--- src/rtl/pisa_ctrl_pkg.sv ---
// rtl/pisa_ctrl_pkg.sv - control-word encodings, sequencer states and jump-condition helper
package pisa_ctrl_pkg;

  typedef enum logic [2:0] {
    WR_NONE  = 3'd0,
    WR_ALU   = 3'd1,
    WR_RSRC2 = 3'd2,
    WR_MEM   = 3'd3,
    WR_IMM   = 3'd4
  } wr_src_e;

  typedef enum logic [1:0] {
    WM_NONE  = 2'd0,
    WM_RSRC1 = 2'd1,
    WM_IMM   = 2'd2
  } wm_src_e;

  typedef enum logic [1:0] {
    JMP_NONE  = 2'd0,
    JMP_RDEST = 2'd1,
    JMP_IMM   = 2'd2,
    JMP_ADDR  = 2'd3
  } jmp_src_e;

  typedef enum logic [2:0] {
    JC_ALWAYS = 3'b000,
    JC_Z      = 3'b010,
    JC_NZ     = 3'b011,
    JC_N      = 3'b100,
    JC_NN     = 3'b101
  } jcond_e;

  typedef enum logic [2:0] {
    S_IDLE,
    S_FETCH,
    S_DECODE,
    S_EXECUTE,
    S_MEM,
    S_WRITEBACK,
    S_HALTED
  } seq_state_t;

  // Unlisted condition codes are deliberately never taken.
  function automatic logic jump_taken(input logic [2:0] jcond, input logic z, input logic n);
    case (jcond)
      JC_ALWAYS: jump_taken = 1'b1;
      JC_Z:      jump_taken = z;
      JC_NZ:     jump_taken = ~z;
      JC_N:      jump_taken = n;
      JC_NN:     jump_taken = ~n;
      default:   jump_taken = 1'b0;
    endcase
  endfunction

endpackage

--- src/rtl/seq_watchdog.sv ---
// rtl/seq_watchdog.sv - memory-stall counter producing a one-cycle timeout pulse
module seq_watchdog #(
  parameter int TIMEOUT_CYCLES = 255,
  parameter int TO_W           = 8
) (
  input  logic clk,
  input  logic rst,
  input  logic active_i,
  input  logic ready_i,
  output logic timeout_o
);

  localparam logic [TO_W-1:0] LAST_STALL = TO_W'(TIMEOUT_CYCLES - 1);

  logic [TO_W-1:0] cnt_q;
  logic            stall;

  assign stall     = active_i & ~ready_i;
  // Fires on the stalled cycle that would be number TIMEOUT_CYCLES; a ready that cycle suppresses it.
  assign timeout_o = stall && (cnt_q == LAST_STALL);

  always_ff @(posedge clk or posedge rst) begin
    if (rst) begin
      cnt_q <= '0;
    end else if (!stall || timeout_o) begin
      cnt_q <= '0;
    end else begin
      cnt_q <= cnt_q + 1'b1;
    end
  end

endmodule

--- src/rtl/core_sequencer.sv ---
// rtl/core_sequencer.sv - multi-cycle PISA control FSM owning the shared memory port
module core_sequencer
  import pisa_ctrl_pkg::*;
#(
  parameter int TIMEOUT_CYCLES = 255,
  parameter int TO_W           = 8
) (
  input  logic        clk,
  input  logic        rst,
  input  logic        start,
  input  logic        cs_halt,
  input  logic [2:0]  cs_wr_src,
  input  logic [1:0]  cs_wm_src,
  input  logic [1:0]  cs_jmp_src,
  input  logic [2:0]  cs_jcond,
  input  logic        flag_zero,
  input  logic        flag_negative,
  input  logic        mem_ready,
  output logic        mem_req,
  output logic        mem_we,
  output logic        mem_addr_sel,
  output logic        ir_load,
  output logic        pc_inc,
  output logic        pc_load,
  output logic [1:0]  pc_load_sel,
  output logic        alu_flags_load,
  output logic        rf_we,
  output logic [2:0]  rf_wr_sel,
  output logic        retire,
  output logic        halted,
  output logic        fault,
  output logic [31:0] retired_cnt
);

  seq_state_t  state_q;
  logic        fault_q;
  logic [31:0] retired_cnt_q;
  logic        timeout;
  logic        is_jump, is_store, is_mem, is_write, taken;

  assign is_jump  = (cs_jmp_src != JMP_NONE);
  assign is_store = (cs_wm_src != WM_NONE);
  assign is_mem   = is_store || (cs_wr_src == WR_MEM);
  assign is_write = (cs_wr_src != WR_NONE);
  assign taken    = jump_taken(cs_jcond, flag_zero, flag_negative);

  seq_watchdog #(
    .TIMEOUT_CYCLES (TIMEOUT_CYCLES),
    .TO_W           (TO_W)
  ) u_watchdog (
    .clk       (clk),
    .rst       (rst),
    .active_i  ((state_q == S_FETCH) || (state_q == S_MEM)),
    .ready_i   (mem_ready),
    .timeout_o (timeout)
  );

  always_comb begin
    mem_req        = 1'b0;
    mem_we         = 1'b0;
    mem_addr_sel   = 1'b0;
    ir_load        = 1'b0;
    pc_inc         = 1'b0;
    pc_load        = 1'b0;
    alu_flags_load = 1'b0;
    rf_we          = 1'b0;
    retire         = 1'b0;
    pc_load_sel    = cs_jmp_src;
    rf_wr_sel      = cs_wr_src;
    halted         = (state_q == S_HALTED);
    fault          = fault_q;
    retired_cnt    = retired_cnt_q;
    case (state_q)
      S_FETCH: begin
        mem_req = 1'b1;
        ir_load = mem_ready;
        pc_inc  = mem_ready;
      end
      S_EXECUTE: begin
        if (cs_halt) begin
          retire = 1'b1;
        end else if (is_jump) begin
          pc_load = taken;
          retire  = 1'b1;
        end else if (is_mem) begin
          retire = 1'b0;
        end else if (is_write) begin
          alu_flags_load = (cs_wr_src == WR_ALU);
        end else begin
          retire = 1'b1;
        end
      end
      S_MEM: begin
        mem_req      = 1'b1;
        mem_addr_sel = 1'b1;
        mem_we       = is_store;
        retire       = mem_ready && is_store;
      end
      S_WRITEBACK: begin
        rf_we  = 1'b1;
        retire = 1'b1;
      end
      default: ;
    endcase
  end

  always_ff @(posedge clk or posedge rst) begin
    if (rst) begin
      state_q       <= S_IDLE;
      fault_q       <= 1'b0;
      retired_cnt_q <= '0;
    end else begin
      if (retire) retired_cnt_q <= retired_cnt_q + 32'd1;
      if (timeout) begin
        fault_q <= 1'b1;
        state_q <= S_HALTED;
      end else begin
        case (state_q)
          S_IDLE:      if (start) state_q <= S_FETCH;
          S_FETCH:     if (mem_ready) state_q <= S_DECODE;
          S_DECODE:    state_q <= S_EXECUTE;
          S_EXECUTE: begin
            if (cs_halt)       state_q <= S_HALTED;
            else if (is_jump)  state_q <= S_FETCH;
            else if (is_mem)   state_q <= S_MEM;
            else if (is_write) state_q <= S_WRITEBACK;
            else               state_q <= S_FETCH;
          end
          S_MEM:       if (mem_ready) state_q <= is_store ? S_FETCH : S_WRITEBACK;
          S_WRITEBACK: state_q <= S_FETCH;
          S_HALTED:    if (start && !fault_q) state_q <= S_FETCH;
          default:     state_q <= S_IDLE;
        endcase
      end
    end
  end

endmodule
--- config.mk ---
export PLATFORM = sky130hd
export DESIGN_NAME = core_sequencer
export DESIGN_NICKNAME = d
export VERILOG_FILES = /design/src/rtl/pisa_ctrl_pkg.sv /design/src/rtl/seq_watchdog.sv /design/src/rtl/core_sequencer.sv
export SDC_FILE = /design/constraint.sdc
export NUM_CORES = 1
export LEC_CHECK = 0
export ABC_AREA = 1
export BUFFER_PORTS_ARGS = -buffer_cell sky130_fd_sc_hd__buf_2
export CAP_MARGIN = 10
export CORE_MARGIN = 4
export CORE_UTILIZATION = 29
export DETAILED_ROUTE_END_ITERATION = 16
export HOLD_SLACK_MARGIN = 0.02
export SKIP_CTS_REPAIR_TIMING = 1
export SYNTH_ARGS = -nofsm -noshare
export SYNTH_HDL_FRONTEND = slang
export SYNTH_SLANG_ARGS = --single-unit
--- constraint.sdc ---
create_clock -name clk -period 2.6 [get_ports clk]
set_input_delay 0.26 -clock clk [delete_from_list [all_inputs] [get_ports clk]]
set_output_delay 0.26 -clock clk [all_outputs]
set_load 0.1 [all_outputs]
==> out/metrics.csv <==
stage,metric,value,unit
place,Post-Place Cells,639,
place,I/O Buffers,64,
floorplanning,core area,9820,um^2
logic_synthesis,cell count after synthesis,452,
outcome,run status,"complete, no violations",
place,detailed placer's ending HPWL,6080,um
worst_setup_path,Reg2Reg Depth,9,
final_layout,Final nets,533,
clocking,TritonCTS clock tree,yes,
routing,via/cell ratio,4.51,
clocking,Root Buffer,clkbuf_8,
power_and_ir_drop,Leakage,0.00171,uW
final_layout,fin cells,647,
hold_path,HP Class,in2async,
global_route,first-pass GRT wire length,12900,um
clocking,clock-pin transition on the worst setup and hold timing paths,0.08,ns
global_route,total gr overflow,0,
floorplanning,num rows,36,
clocking,"Clk Latency, worst-skew pair",0.30,ns
floorplanning,Die X,109,um
worst_setup_path,Critical Path AT,1.72,ns
sta,"Slew Viols, Final",0,
power_and_ir_drop,Power Dens Cells,854,nW/um^2
final_layout,Layout area overhead,17.5,%
power_and_ir_drop,total power,2960,uW
global_route,number of global-route vias before repair,2751,
routing,# DRC,0,
place,gpl congestion,0.842,
routing,antenna-violating nets left,0,
sta,setup TNS,0,ns
sta,final setup fails,0,
final_layout,share of cells above drive strength 1,0.181,
logic_synthesis,Mapped Area,2950,um^2
floorplanning,die area,11800,um^2
logic_synthesis,synthesis warning total,0,
run,max_cap viols,0,
global_route,Global Route Usage Sum,0.134,
worst_setup_path,Startpoint Class,register,
sta,Final period util,0.761,
power_and_ir_drop,Peak VDD IR,0.824,mV
sta,relative slew slack,0.620,
logic_synthesis,Synth Net Count,472,
clocking,CTS buffer count,5,
worst_setup_path,Worst Setup Path Type,reg2out,
worst_setup_path,crit end category,output port,
logic_synthesis,sequential fraction of the synthesis area,0.374,
sta,worst slew pin tran,0.570,ns
global_route,antenna violations before repair,0,
floorplanning,die height,109,um
routing,WL per Instance,11.9,um
clocking,CTS sink count,44,
final_layout,final core occ,0.353,
global_route,pin count of the biggest net entering global routing,50,
logic_synthesis,Syn Area/Cell,6.52,um^2
floorplanning,Initial Utilization,0.300,
sta,Tmin final,1.98,ns
sta,Setup Skew,0.00979,ns
clocking,clk buf depth,2,
floorplanning,IO Count,65,
place,pre-CTS setup slack,0.834,ns
final_layout,layout filler cell count,1099,
worst_setup_path,maximum fanout along the worst path,4,
sta,Max Freq,505,MHz
logic_synthesis,"Distinct cells, synth",25,
worst_setup_path,Critical Path RT,2.34,ns
logic_synthesis,Yosys reg bits,44,
sta,Hold Fails Final Rpt,0,
sta,worst setup margin,0.622,ns
final_layout,ANT cells,0,
routing,Vias,2917,
clocking,CTS H-Tree Depth,2,
routing,final WL,7670,um
routing,DRT Pass-1 Iters,4,
routing,initial drt markers,111,
sta,unrepaired setup endpoints after global routing,false,
-- metrics by stage --
step,area [um^2],hold WS (ns)
global placement,3370,0.433
CTS,3460,0.110
floorplan,2960,0.455
detailed placement,3370,0.434
global route,3460,0.151
finish,3460,0.0916
-- path summary, 6_finish.rpt --
| path | start | endpoint | slack, ns |
|---|---|---|---|
| hold reg to reg | fault | fault | 0.50 |
| setup / recovery | state_q[2] | pc_load | 0.62 |
| max in group asynchronous | rst | retired_cnt[12] | 2.12 |
| min in group clk | mem_ready | fault | 0.33 |
| setup reg to reg | state_q[2] | retired_cnt[20] | 0.87 |
| hold / removal | rst | u_watchdog.cnt_q[3] | 0.09 |
-- per-layer routing --
| metal | wire length [um] | track usage |
|---|---|---|
| met5 | 0 | 0 |
| met4 | 117 | 0.0325 |
| met3 | 391 | 0.0314 |
| met2 | 3700 | 0.234 |
| met1 | 3470 | 0.168 |
-- critical path, stage by stage (launching register included) --
cell     delay [ns]
dfrtp_1        0.41
inv_2          0.11
nand2_1        0.09
nor2_1         0.17
nand3_1        0.10
a21oi_1        0.12
buf_2          0.44
-- registers in the layout, indices dropped and copies added, names as in the netlist --
| register | flops |
|---|---|
| u_watchdog.cnt_q | 8 |
| fault | 1 |
| retired_cnt | 32 |
| state_q | 3 |
-- layout make-up --
type / count / area (um^2) / area share
multi-input combinational: 351 / 1600 / 0.462
sequential: 44 / 1100 / 0.318
timing repair buffer: 66 / 335 / 0.0969
inverter: 45 / 169 / 0.0488
tap: 133 / 166 / 0.0481
clock buffer: 6 / 82.6 / 0.0239
clock inverter: 2 / 10.0 / 0.00289
-- logic make-up after synthesis --
| logic type | count (synthesis) | share of synthesized area |
|---|---|---|
| AOI/OAI and AO/OA | 20 | 0.0340 |
| and+or+nand+nor | 312 | 0.445 |
| xor gates and xnor gates | 16 | 0.0476 |
| buffers and inverters | 57 | 0.0870 |
| DFF | 44 | 0.374 |
| adders and majority gates | 3 | 0.0127 |
-- power by group --
part / total, uW / internal (uW) / switching (uW)
Combinational: 1600 / 264 / 1330
Clock: 457 / 213 / 244
Sequential: 902 / 775 / 126
-- cells in the final DEF (no fill, tap or decap) --
cell type,count
nor2_2,7
nand3b_1,7
nand2_2,2
inv_2,5
ha_1,3
nand3_2,1
nor2_4,3
buf_2,64
nand3_1,26
nor3b_1,3
clkbuf_8,6
nor4_2,1
nand2_1,185
xnor2_1,1
nor3_1,3
clkinv_1,1
and3_1,1
inv_1,39
nand4_1,5
xor2_1,15
dfrtp_1,44
buf_4,2
clkinv_2,2
a21oi_1,4
nor2_1,68
o21ai_1,3
o21ai_0,13
-- synthesized netlist by cell type --
cell type / count / area, um^2
nor2_4: 3 / 33.8
o21ai_0: 13 / 65.1
nand2_1: 185 / 694
nand2_2: 2 / 12.5
nand3b_1: 7 / 52.6
nor4_1: 1 / 6.26
xnor2_1: 1 / 8.76
ha_1: 3 / 37.5
nor2_2: 6 / 37.5
buf_6: 2 / 22.5
o21ai_1: 3 / 15.0
inv_1: 40 / 150
xor2_1: 15 / 131
nor2_1: 69 / 259
nand3_1: 26 / 130
inv_2: 5 / 18.8
nor3b_1: 3 / 22.5
nor3_1: 3 / 15.0
dfrtp_1: 44 / 1100
nand4_1: 5 / 31.3
and3_1: 1 / 6.26
nand3_2: 1 / 10.0
buf_2: 4 / 20.0
buf_4: 6 / 45.0
a21oi_1: 4 / 20.0
Note: power is estimated with default switching activity, not from simulation.
